--- src/rtl/irq_pkg.sv ---
// -----------------------------------------------------------------------------
// irq_pkg
// Shared constants for the interrupt controller: register window word
// addresses, CTRL/ID bit positions, source index width and FSM encoding.
// -----------------------------------------------------------------------------
package irq_pkg;

    // Source index width; covers up to 16 sources.
    localparam int IDX_W = 4;

    // Register window word addresses
    localparam logic [1:0] ADDR_PEND = 2'd0;
    localparam logic [1:0] ADDR_EN   = 2'd1;
    localparam logic [1:0] ADDR_ID   = 2'd2;
    localparam logic [1:0] ADDR_CTRL = 2'd3;

    // CTRL bit positions
    localparam int CTRL_GIE = 0;
    localparam int CTRL_RR  = 1;

    // ID in-service flag position
    localparam int ID_INSVC = 15;

    // Grant FSM encoding
    localparam logic [1:0] ST_IDLE      = 2'd0;
    localparam logic [1:0] ST_ISSUE     = 2'd1;
    localparam logic [1:0] ST_WAIT_ACK  = 2'd2;
    localparam logic [1:0] ST_WAIT_DONE = 2'd3;

endpackage

--- src/rtl/irq_prio_pick.sv ---
// -----------------------------------------------------------------------------
// irq_prio_pick
// Combinational winner search over the candidate vector.
//   cand    : pending & enabled sources (already gated by GIE)
//   rr_ptr  : round-robin search start index (always < N_SRC)
//   mode    : 0 = fixed priority (lowest index wins), 1 = round-robin
//   winner  : index of the selected source (0 when none)
//   any_vld : at least one candidate is set
// -----------------------------------------------------------------------------
module irq_prio_pick
    import irq_pkg::*;
#(
    parameter int N_SRC = 8
) (
    input  logic [N_SRC-1:0] cand,
    input  logic [IDX_W-1:0] rr_ptr,
    input  logic             mode,
    output logic [IDX_W-1:0] winner,
    output logic             any_vld
);

    localparam int SW = IDX_W + 1;

    // Widened so a 4-bit index can address every bit regardless of N_SRC.
    logic [15:0]   cand_ext;
    logic [SW-1:0] start;
    logic [SW-1:0] idx;

    assign cand_ext = 16'(cand);

    // Scan N_SRC slots beginning at start; the index wraps modulo N_SRC,
    // so fixed priority is simply a scan starting at 0.
    always_comb begin
        winner  = '0;
        any_vld = 1'b0;
        idx     = '0;
        start   = mode ? {1'b0, rr_ptr} : '0;
        for (int i = 0; i < N_SRC; i++) begin
            idx = start + SW'(i);
            if (idx >= SW'(N_SRC)) begin
                idx = idx - SW'(N_SRC);
            end
            if (!any_vld && cand_ext[idx[IDX_W-1:0]]) begin
                any_vld = 1'b1;
                winner  = idx[IDX_W-1:0];
            end
        end
    end

endmodule

--- src/rtl/irq_ctrl.sv ---
// -----------------------------------------------------------------------------
// irq_ctrl
// Interrupt controller: captures rising edges of N_SRC sources into a pending
// register, masks them with EN and GIE, picks a winner (fixed or round-robin)
// and delivers it to the core as a single-cycle int_vld pulse, then waits for
// the core to enter (int_rdy low) and leave (int_rdy high) its handler.
// Ports:
//   clk, rst (async, active-low)
//   irq_src   : raw source levels, rising edge is the event
//   reg_sel/reg_addr/reg_we/reg_din : register window write side
//   reg_dout  : combinational read data for reg_addr
//   int_vld   : interrupt pulse to the core
//   int_rdy   : core can accept an interrupt
// -----------------------------------------------------------------------------
module irq_ctrl
    import irq_pkg::*;
#(
    parameter int N_SRC   = 8,
    parameter int ACK_TMO = 15
) (
    input  logic             clk,
    input  logic             rst,
    input  logic [N_SRC-1:0] irq_src,
    input  logic             reg_sel,
    input  logic [1:0]       reg_addr,
    input  logic             reg_we,
    input  logic [15:0]      reg_din,
    output logic [15:0]      reg_dout,
    output logic             int_vld,
    input  logic             int_rdy
);

    localparam int TMO_W = (ACK_TMO > 1) ? $clog2(ACK_TMO + 1) : 1;

    logic [N_SRC-1:0] src_q;
    logic [N_SRC-1:0] pend_q,   pend_d;
    logic [N_SRC-1:0] en_q,     en_d;
    logic [IDX_W-1:0] id_q,     id_d;
    logic [1:0]       ctrl_q,   ctrl_d;
    logic [IDX_W-1:0] rr_ptr_q, rr_ptr_d;
    logic [TMO_W-1:0] tmo_cnt_q, tmo_cnt_d;
    logic [1:0]       state_q,  state_d;

    logic             wr_en;
    logic [N_SRC-1:0] set_vec;
    logic [N_SRC-1:0] w1c;
    logic [N_SRC-1:0] grant_clr;
    logic [N_SRC-1:0] restore;
    logic [N_SRC-1:0] cand;
    logic [IDX_W-1:0] winner;
    logic             any_vld;
    logic             grant;
    logic             timeout;
    logic             unused_din;

    // Upper data bits are only meaningful for some registers / widths.
    assign unused_din = ^reg_din;

    assign wr_en   = reg_sel & reg_we;
    assign set_vec = irq_src & ~src_q;
    assign cand    = ctrl_q[CTRL_GIE] ? (pend_q & en_q) : '0;

    irq_prio_pick #(
        .N_SRC (N_SRC)
    ) u_pick (
        .cand    (cand),
        .rr_ptr  (rr_ptr_q),
        .mode    (ctrl_q[CTRL_RR]),
        .winner  (winner),
        .any_vld (any_vld)
    );

    assign grant   = (state_q == ST_IDLE) && any_vld && int_rdy;
    assign timeout = (state_q == ST_WAIT_ACK) && int_rdy &&
                     (tmo_cnt_q == TMO_W'(ACK_TMO - 1));
    assign int_vld = (state_q == ST_ISSUE);

    // Register window, pending update and grant bookkeeping
    always_comb begin
        w1c = (wr_en && reg_addr == ADDR_PEND) ? reg_din[N_SRC-1:0] : '0;
        for (int i = 0; i < N_SRC; i++) begin
            grant_clr[i] = grant && (winner == IDX_W'(i));
            restore[i]   = timeout && (id_q == IDX_W'(i));
        end
        // New edges and timeout restores take precedence over any clear.
        pend_d = (pend_q & ~w1c & ~grant_clr) | set_vec | restore;
        en_d   = (wr_en && reg_addr == ADDR_EN) ? reg_din[N_SRC-1:0] : en_q;
        ctrl_d = (wr_en && reg_addr == ADDR_CTRL) ? reg_din[1:0] : ctrl_q;
        id_d   = grant ? winner : id_q;
        rr_ptr_d = rr_ptr_q;
        if (grant && ctrl_q[CTRL_RR]) begin
            rr_ptr_d = (winner == IDX_W'(N_SRC - 1)) ? '0 : winner + IDX_W'(1);
        end
    end

    // Grant FSM: one outstanding interrupt at a time
    always_comb begin
        state_d   = state_q;
        tmo_cnt_d = tmo_cnt_q;
        case (state_q)
            ST_IDLE: begin
                if (grant) begin
                    state_d   = ST_ISSUE;
                    tmo_cnt_d = '0;
                end
            end
            ST_ISSUE: begin
                state_d = ST_WAIT_ACK;
            end
            ST_WAIT_ACK: begin
                if (!int_rdy) begin
                    state_d = ST_WAIT_DONE;
                end else if (timeout) begin
                    // Core never took it; the source is re-pended via restore.
                    state_d = ST_IDLE;
                end else begin
                    tmo_cnt_d = tmo_cnt_q + TMO_W'(1);
                end
            end
            ST_WAIT_DONE: begin
                if (int_rdy) begin
                    state_d = ST_IDLE;
                end
            end
            default: begin
                state_d = ST_IDLE;
            end
        endcase
    end

    // Read mux has no side effects.
    always_comb begin
        reg_dout = '0;
        case (reg_addr)
            ADDR_PEND: reg_dout = 16'(pend_q);
            ADDR_EN:   reg_dout = 16'(en_q);
            ADDR_ID: begin
                reg_dout[IDX_W-1:0] = id_q;
                reg_dout[ID_INSVC]  = (state_q != ST_IDLE);
            end
            default:   reg_dout = {14'b0, ctrl_q};
        endcase
    end

    always_ff @(posedge clk or negedge rst) begin
        if (!rst) begin
            src_q     <= '0;
            pend_q    <= '0;
            en_q      <= '0;
            id_q      <= '0;
            ctrl_q    <= '0;
            rr_ptr_q  <= '0;
            tmo_cnt_q <= '0;
            state_q   <= ST_IDLE;
        end else begin
            src_q     <= irq_src;
            pend_q    <= pend_d;
            en_q      <= en_d;
            id_q      <= id_d;
            ctrl_q    <= ctrl_d;
            rr_ptr_q  <= rr_ptr_d;
            tmo_cnt_q <= tmo_cnt_d;
            state_q   <= state_d;
        end
    end

endmodule
--- config.mk ---
export PLATFORM = sky130hd
export DESIGN_NAME = irq_ctrl
export DESIGN_NICKNAME = d
export VERILOG_FILES = /design/src/rtl/irq_pkg.sv /design/src/rtl/irq_prio_pick.sv /design/src/rtl/irq_ctrl.sv
export SDC_FILE = /design/constraint.sdc
export NUM_CORES = 1
export LEC_CHECK = 0
export ABC_AREA = 1
export CELL_PAD_IN_SITES_DETAIL_PLACEMENT = 1
export CELL_PAD_IN_SITES_GLOBAL_PLACEMENT = 1
export CORE_UTILIZATION = 38
export CTS_CLUSTER_SIZE = 24
export DETAILED_ROUTE_END_ITERATION = 12
export DONT_BUFFER_PORTS = 1
export HOLD_SLACK_MARGIN = 0.08
export PLACE_DENSITY_LB_ADDON = 0.1
export SLEW_MARGIN = 25
export SYNTH_ARGS = -nofsm -noshare
export SYNTH_HDL_FRONTEND = slang
export SYNTH_SLANG_ARGS = --single-unit
--- constraint.sdc ---
create_clock -name clk -period 3.4 [get_ports clk]
set_input_delay 0.34 -clock clk [delete_from_list [all_inputs] [get_ports clk]]
set_output_delay 0.34 -clock clk [all_outputs]
set_load 0.1 [all_outputs]
* After elaboration in Yosys (flattened, before gate mapping) *
Index checks and enable logic that the tools add are counted.

storage, ports and cells
  register bits = 40
  input port bits = 31
  output and inout port bits = 17

cells by class
  eq/ne operators = 26
  mux-type cells = 56
  $lt $le $gt $ge = 16
  add/subtract/negate cells = 17
  reductions and logical operators = 46
  bitwise gates (word level) = 10

operator list
  kind                   count
  $mux W4                21
  $ge A5 B4 Y1 const B   8
  $lt A4 B5 Y1 const B   8
  $and A8 B8 Y8          4
  $bmux W1 S4            8
  $eq A4 B3 Y1 const B   8
  $sub A4 B4 Y4 const B  8
  $logic_and A1 B1 Y1    31
  $not A8 Y8             3
  $add A4 B3 Y5 const B  4
  $mux W1                17
  $eq A4 B2 Y1 const B   4
  $mux W8                2
  $or A8 B8 Y8           2
  $pmux W4 S2            2
  $pmux W4 S3            1
  $add A4 B2 Y5 const B  2
  $add A4 B1 Y4 const B  2
  $eq A2 B2 Y1 const B   4
  $eq A4 B1 Y1 const B   2
  $logic_not A4 Y1       2
  $mux W2                4
  $ne A2 B2 Y1 const B   4
  $pmux W2 S4            1
  10 further kinds       19

* Logic depth before layout (Yosys ltp) *
  word-level depth = 34
  gate-level depth with buffers = 24
  depth with buffers taken out = 22

* Hierarchy *
Synthesis repeated with hierarchy kept, for this count alone.

unflattened totals
  cells, all modules = 478
  area, all modules = 3,355.7 sq um

modules (own cells, without submodules)
  module         area each (sq um)  cells each  times used  seq. area each (sq um)
  irq_ctrl       2,209.6            289         1           1,001.0
  irq_prio_pick  1,146.1            189         1           0.0

* Least setup slack after synthesis *
OpenSTA, ideal clock, no wires.

  kind = register to output
  from = reg ctrl_q[1]
  to = out reg_dout[1]
  cell stages (with the launch flop) = 4
  arrival = 2,633 ps
  setup slack = 427 ps
  buffers on the path = 1
  required time = 3,060 ps
  cells stage by stage = dfrtp_1 -> buf_6 -> inv_1 -> o21ai_0

on the way
  word-level cells in the longest chain between the ends = 1

RTL lines
  item                    line             text
  from (decl)             irq_ctrl.sv:39   logic [1:0] ctrl_q, ctrl_d;
  from (signal assigned)  irq_ctrl.sv:160  ctrl_q <= ctrl_d;
  $pmux W4 S3             irq_ctrl.sv:134  case (reg_addr)
  to (decl)               irq_ctrl.sv:28   output logic [15:0] reg_dout,

Every way passes these cells.

* Final worst setup path *
  from = reg ctrl_q[1]
  to = reg pend_q[7]

on the way
  elaborated cells between the ends (all ways) = 86

RTL lines
  item                                                    line                 text
  $mux W4 *                                               irq_prio_pick.sv:37  start = mode ? {1'b0, rr_ptr} : '0;
  branches (longest 25 deep; another with $add A4 B1 Y5)  --
  $mux W4 *                                               irq_prio_pick.sv:43  if (!any_vld && cand_ext[idx[IDX_W-1:0]]) begin
  named net u_pick.winner[0]                              irq_prio_pick.sv:18  output logic [IDX_W-1:0] winner,
  $eq A4 B3 Y1 *                                          irq_ctrl.sv:82       grant_clr[i] = grant && (winner == IDX_W'(i));
  $logic_and A1 B1 Y1 *                                   irq_ctrl.sv:82
  $not A8 Y8 *                                            irq_ctrl.sv:86       pend_d = (pend_q & ~w1c & ~grant_clr) | set_vec | restore;
  $and A8 B8 Y8 *                                         irq_ctrl.sv:86
  $or A8 B8 Y8 * (2 in series)                            irq_ctrl.sv:86
  named net pend_d[7]                                     irq_ctrl.sv:36       logic [N_SRC-1:0] pend_q, pend_d;
  to (signal assigned)                                    irq_ctrl.sv:157      pend_q <= pend_d;
  to (decl)                                               irq_ctrl.sv:36

Mark *: on every way through the listed nets, which the timed path passes. The select of a mux whose other input is x is not followed.
A chain may end at the register's enable or synchronous reset.

==> reports/metrics.cfg <==
[detailed_routing]
drt_wl_total_mm=9.92
drt_iter0_drc=100
ant_nets=0
drc=0
vias_per_cell=5.13
routedWlPerCell_um=16.2
first_pass_iters=4
num_vias=3136

[floorplanning]
core_um2=8340
die-height_um=95.5
die-area_um2=9110
io_pins=48
start_util_pct=39.8
die_x_um=95.5
rows=33

[global_route]
grt_pass1_vias=3162
track_usage_pct=22.8
grt_pass1_wl_mm=15.8
antenna_found_initial=0
grt_start_max_net_pins=41
grt_overflow=0

[logic_synthesis]
synth_seq_cells=40
synth_seq_area_share_pct=30.2
syn_inst=454
netlist_area_um2=3320
yosys_warnings=0
syn_area_per_cell_um2=7.31
yosysUniqueCellTypes=45

[clock_network]
clkLatencyLatePin_ns=0.29
clk_path_buf_depth=2
cts_buffers=5
clkSinkCount=40
cts_tree=done
htreeDepth=2
clk_root_buffer_cell=clkbuf_8
cts.clk_slew.worst_paths_ns=0.08

[pwr]
p_leak_uw=0.00201
peakVddDrop_v=0.000619
power.density_nw_per_um2=984

[timing]
tightest_slew_ns=1.07
fin_hold_ws_ns=0.201
setup_viol=0
fin_worst_skew_ns=0.00873
maxSlewHeadroom_pct=28.4
final_hold_viol_count=0
drv_slew=0
min_period_ns=3.26
max_freq_mhz=306
finalCritPeriodShare_pct=96.0

[setup_path]
startpoint_type=flip-flop
r2r-start=ctrl_q[1]$_DFFE_PN0P_
crit_family=simple AND/OR/NAND/NOR gates
crit_chain=buf_4 -> nand2_4 -> inv_1 -> buf_6 -> ha_2 -> a21oi_1 -> o211ai_1 -> nand3_1 -> nand3_4 -> nor3_4 -> nand4_2 -> nand3b_1 -> nand2_2 -> inv_1 -> ha_2 -> inv_1 -> nor2_2 -> nand2_1 -> nand3_1 -> nand2_1
cp_num_buf_inv=5
cp.required_ns=3.57
crit_arrival_ns=3.43
crit_path_start=ctrl_q[1]$_DFFE_PN0P_
slowest_stage=dfrtp_2
endpoint_kind=flip-flop
slowest_delay_ns=0.46
timing.critical_path.mode_cell=inv_1
path_class=reg2reg
crit_fanout=6

[placement]
routabilityCongestion=0.873
dpl.hpwl_mm=7.99
port-buffer-count=0
dp_cells=587

[finish]
drive_above_1_share_pct=23.5
layout-area-overhead-vs-synth_pct=21.3
instances_no_fill=611
nNetsFinal=555
final_core_util_pct=48.3
antennaDiodeCount=0

[min_path]
hold_path.class=in2reg
min-delay-start=reg_din[4]

[status]
status=completed

[job]
max-cap-violations=0

-- report_power, final --
| group | switching (uW) | internal [uW] | total (uW) | leakage [uW] |
|---|---|---|---|---|
| registers | 137 | 605 | 742 | 0.000474 |
| clock network | 174 | 162 | 337 | 0.0000510 |
| logic | 1790 | 1090 | 2890 | 0.00148 |
| total | 2100 | 1860 | 3960 | 0.00201 |
-- worst reg2reg max path: cells and delay by family (launching register included) --
| family | cells | cell delay, ns |
|---|---|---|
| compound gates | 2 | 0.34 |
| buf+inv | 5 | 0.60 |
| fa+ha+maj | 2 | 0.39 |
| simple gates | 11 | 1.37 |
| flops | 1 | 0.46 |
-- registers in the layout, summed over array words and instances, names as in the netlist --
name / flops
ctrl_q: 2
en_q: 8
id_q: 4
pend_q: 8
rr_ptr_q: 4
src_q: 8
state_q: 2
tmo_cnt_q: 4
-- synth_stat cells (all sizes together) --
cell	number	area share, %
buf	13	3.4
nor4	8	1.5
or3b	1	0.26
or2	3	0.57
clkinv	1	0.11
inv	63	7.2
clkbuf	3	0.34
ha	19	7.2
o211ai	4	0.90
nand2	120	15
xor2	4	1.1
a31o	1	0.26
a31oi	1	0.19
nand3	67	12
xnor2	4	1.6
nor2	36	5.4
nor3	5	1.1
conb	1	0.11
nand3b	2	0.45
o21ai	26	4.5
mux2	4	1.4
a21oi	13	2.0
dfrtp	40	30
a22o	4	1.1
nand4	10	2.5
o2111ai	1	0.26
-- layer usage --
| layer | vias to the layer above | track usage [%] | part of all wire, % |
|---|---|---|---|
| met3 | 4 | 3.59 | 3.5 |
| met5 | - | 0 | 0 |
| li1 | 1568 | - | - |
| met4 | 0 | 3.36 | 0.35 |
| met1 | 1517 | 32.2 | 50 |
| met2 | 47 | 37.4 | 46 |
-- through the flow --
stage / setup TNS [ns] / total power, uW / setup slack, ns / instance area (um^2)
global placement: 0 / 3300 / 0.148 / 3700
global route: -0.151 / 4300 / -0.0897 / 4030
CTS: 0 / 3740 / 0.0479 / 3900
finish: 0 / 3960 / 0.137 / 4030
floorplan: 0 / 2580 / 0.427 / 3340
detailed placement: 0 / 3370 / 0.0296 / 3700
-- cells in the final DEF (no fill, tap or decap), types with 2 or more instances in the layout --
| master | Yosys | layout |
|---|---|---|
| o21ai_2 | 2 | 3 |
| o21ai_4 | 1 | 2 |
| a21oi_1 | 13 | 13 |
| nand4_1 | 8 | 8 |
| clkbuf_16 | 0 | 2 |
| buf_4 | 8 | 39 |
| nor3_1 | 4 | 4 |
| nor2_4 | 5 | 5 |
| nand2_1 | 110 | 109 |
| o21ai_0 | 18 | 17 |
| nand2_2 | 7 | 8 |
| inv_1 | 56 | 55 |
| clkinv_2 | 0 | 2 |
| buf_12 | 0 | 3 |
| o21ai_1 | 5 | 4 |
| xnor2_1 | 3 | 2 |
| ha_1 | 19 | 14 |
| inv_2 | 6 | 7 |
| ha_2 | 0 | 3 |
| nand2_4 | 2 | 2 |
| clkbuf_8 | 0 | 6 |
| nor2_1 | 29 | 24 |
| dlygate4sd3_1 | 0 | 9 |
| mux2_2 | 4 | 4 |
| nand3_2 | 7 | 8 |
| nor4_1 | 8 | 8 |
| o211ai_1 | 4 | 4 |
| xor2_1 | 4 | 4 |
| dfrtp_1 | 40 | 39 |
| a22o_1 | 4 | 4 |
| nor2_2 | 2 | 7 |
| ha_4 | 0 | 2 |
| or2_2 | 3 | 3 |
| nand3_1 | 59 | 58 |
| conb_1 | 1 | 7 |
| nand3b_1 | 2 | 2 |
-- area by class of cell --
type	instances	area [um^2]
repair buffers	54	504
well taps	105	131
inverters	64	243
multi-input cells	340	2050
flip-flops and latches	40	1000
clock inverters	2	10.0
fillers	1051	4310
clock buffers	6	82.6
-- final timing paths --
path                                       endpoint  slack, ns  cells after the start
min reg2reg                     id_q[3]$_DFFE_PN0P_       0.47                      2
max in group asynchronous     ctrl_q[1]$_DFFE_PN0P_       2.67                      2
min in group asynchronous  tmo_cnt_q[1]$_DFFE_PN0P_       0.51                      2
max                             pend_q[7]$_DFF_PN0_       0.14                     20
max reg2reg                     pend_q[7]$_DFF_PN0_       0.14                     20
min                             en_q[4]$_DFFE_PN0P_       0.20                      1
-- timing repair --
action,CTS,global route
hold endpoints to repair,48,0
pin swaps,0,12
buffers inserted,0,6
endpoints found under the setup margin,1,12
hold buffers,10,0
gates resized for setup,1,15
-- logic make-up (layout without fill, tap and decap cells) --
| logic type | count (synthesis) | in the layout | synth area share (%) |
|---|---|---|---|
| AND/OR/NAND/NOR | 252 | 252 | 38.3 |
| buffers and inverters | 80 | 126 | 11.1 |
| AO/OA/AOI/OAI | 50 | 50 | 9.12 |
| flip-flops | 40 | 40 | 30.2 |
| adder cells (fa/ha/maj) | 19 | 19 | 7.16 |
| XOR/XNOR | 8 | 8 | 2.68 |
| multiplexers | 4 | 4 | 1.36 |
| other | 1 | 7 | 0.113 |
(Power assumes the default switching activity.)
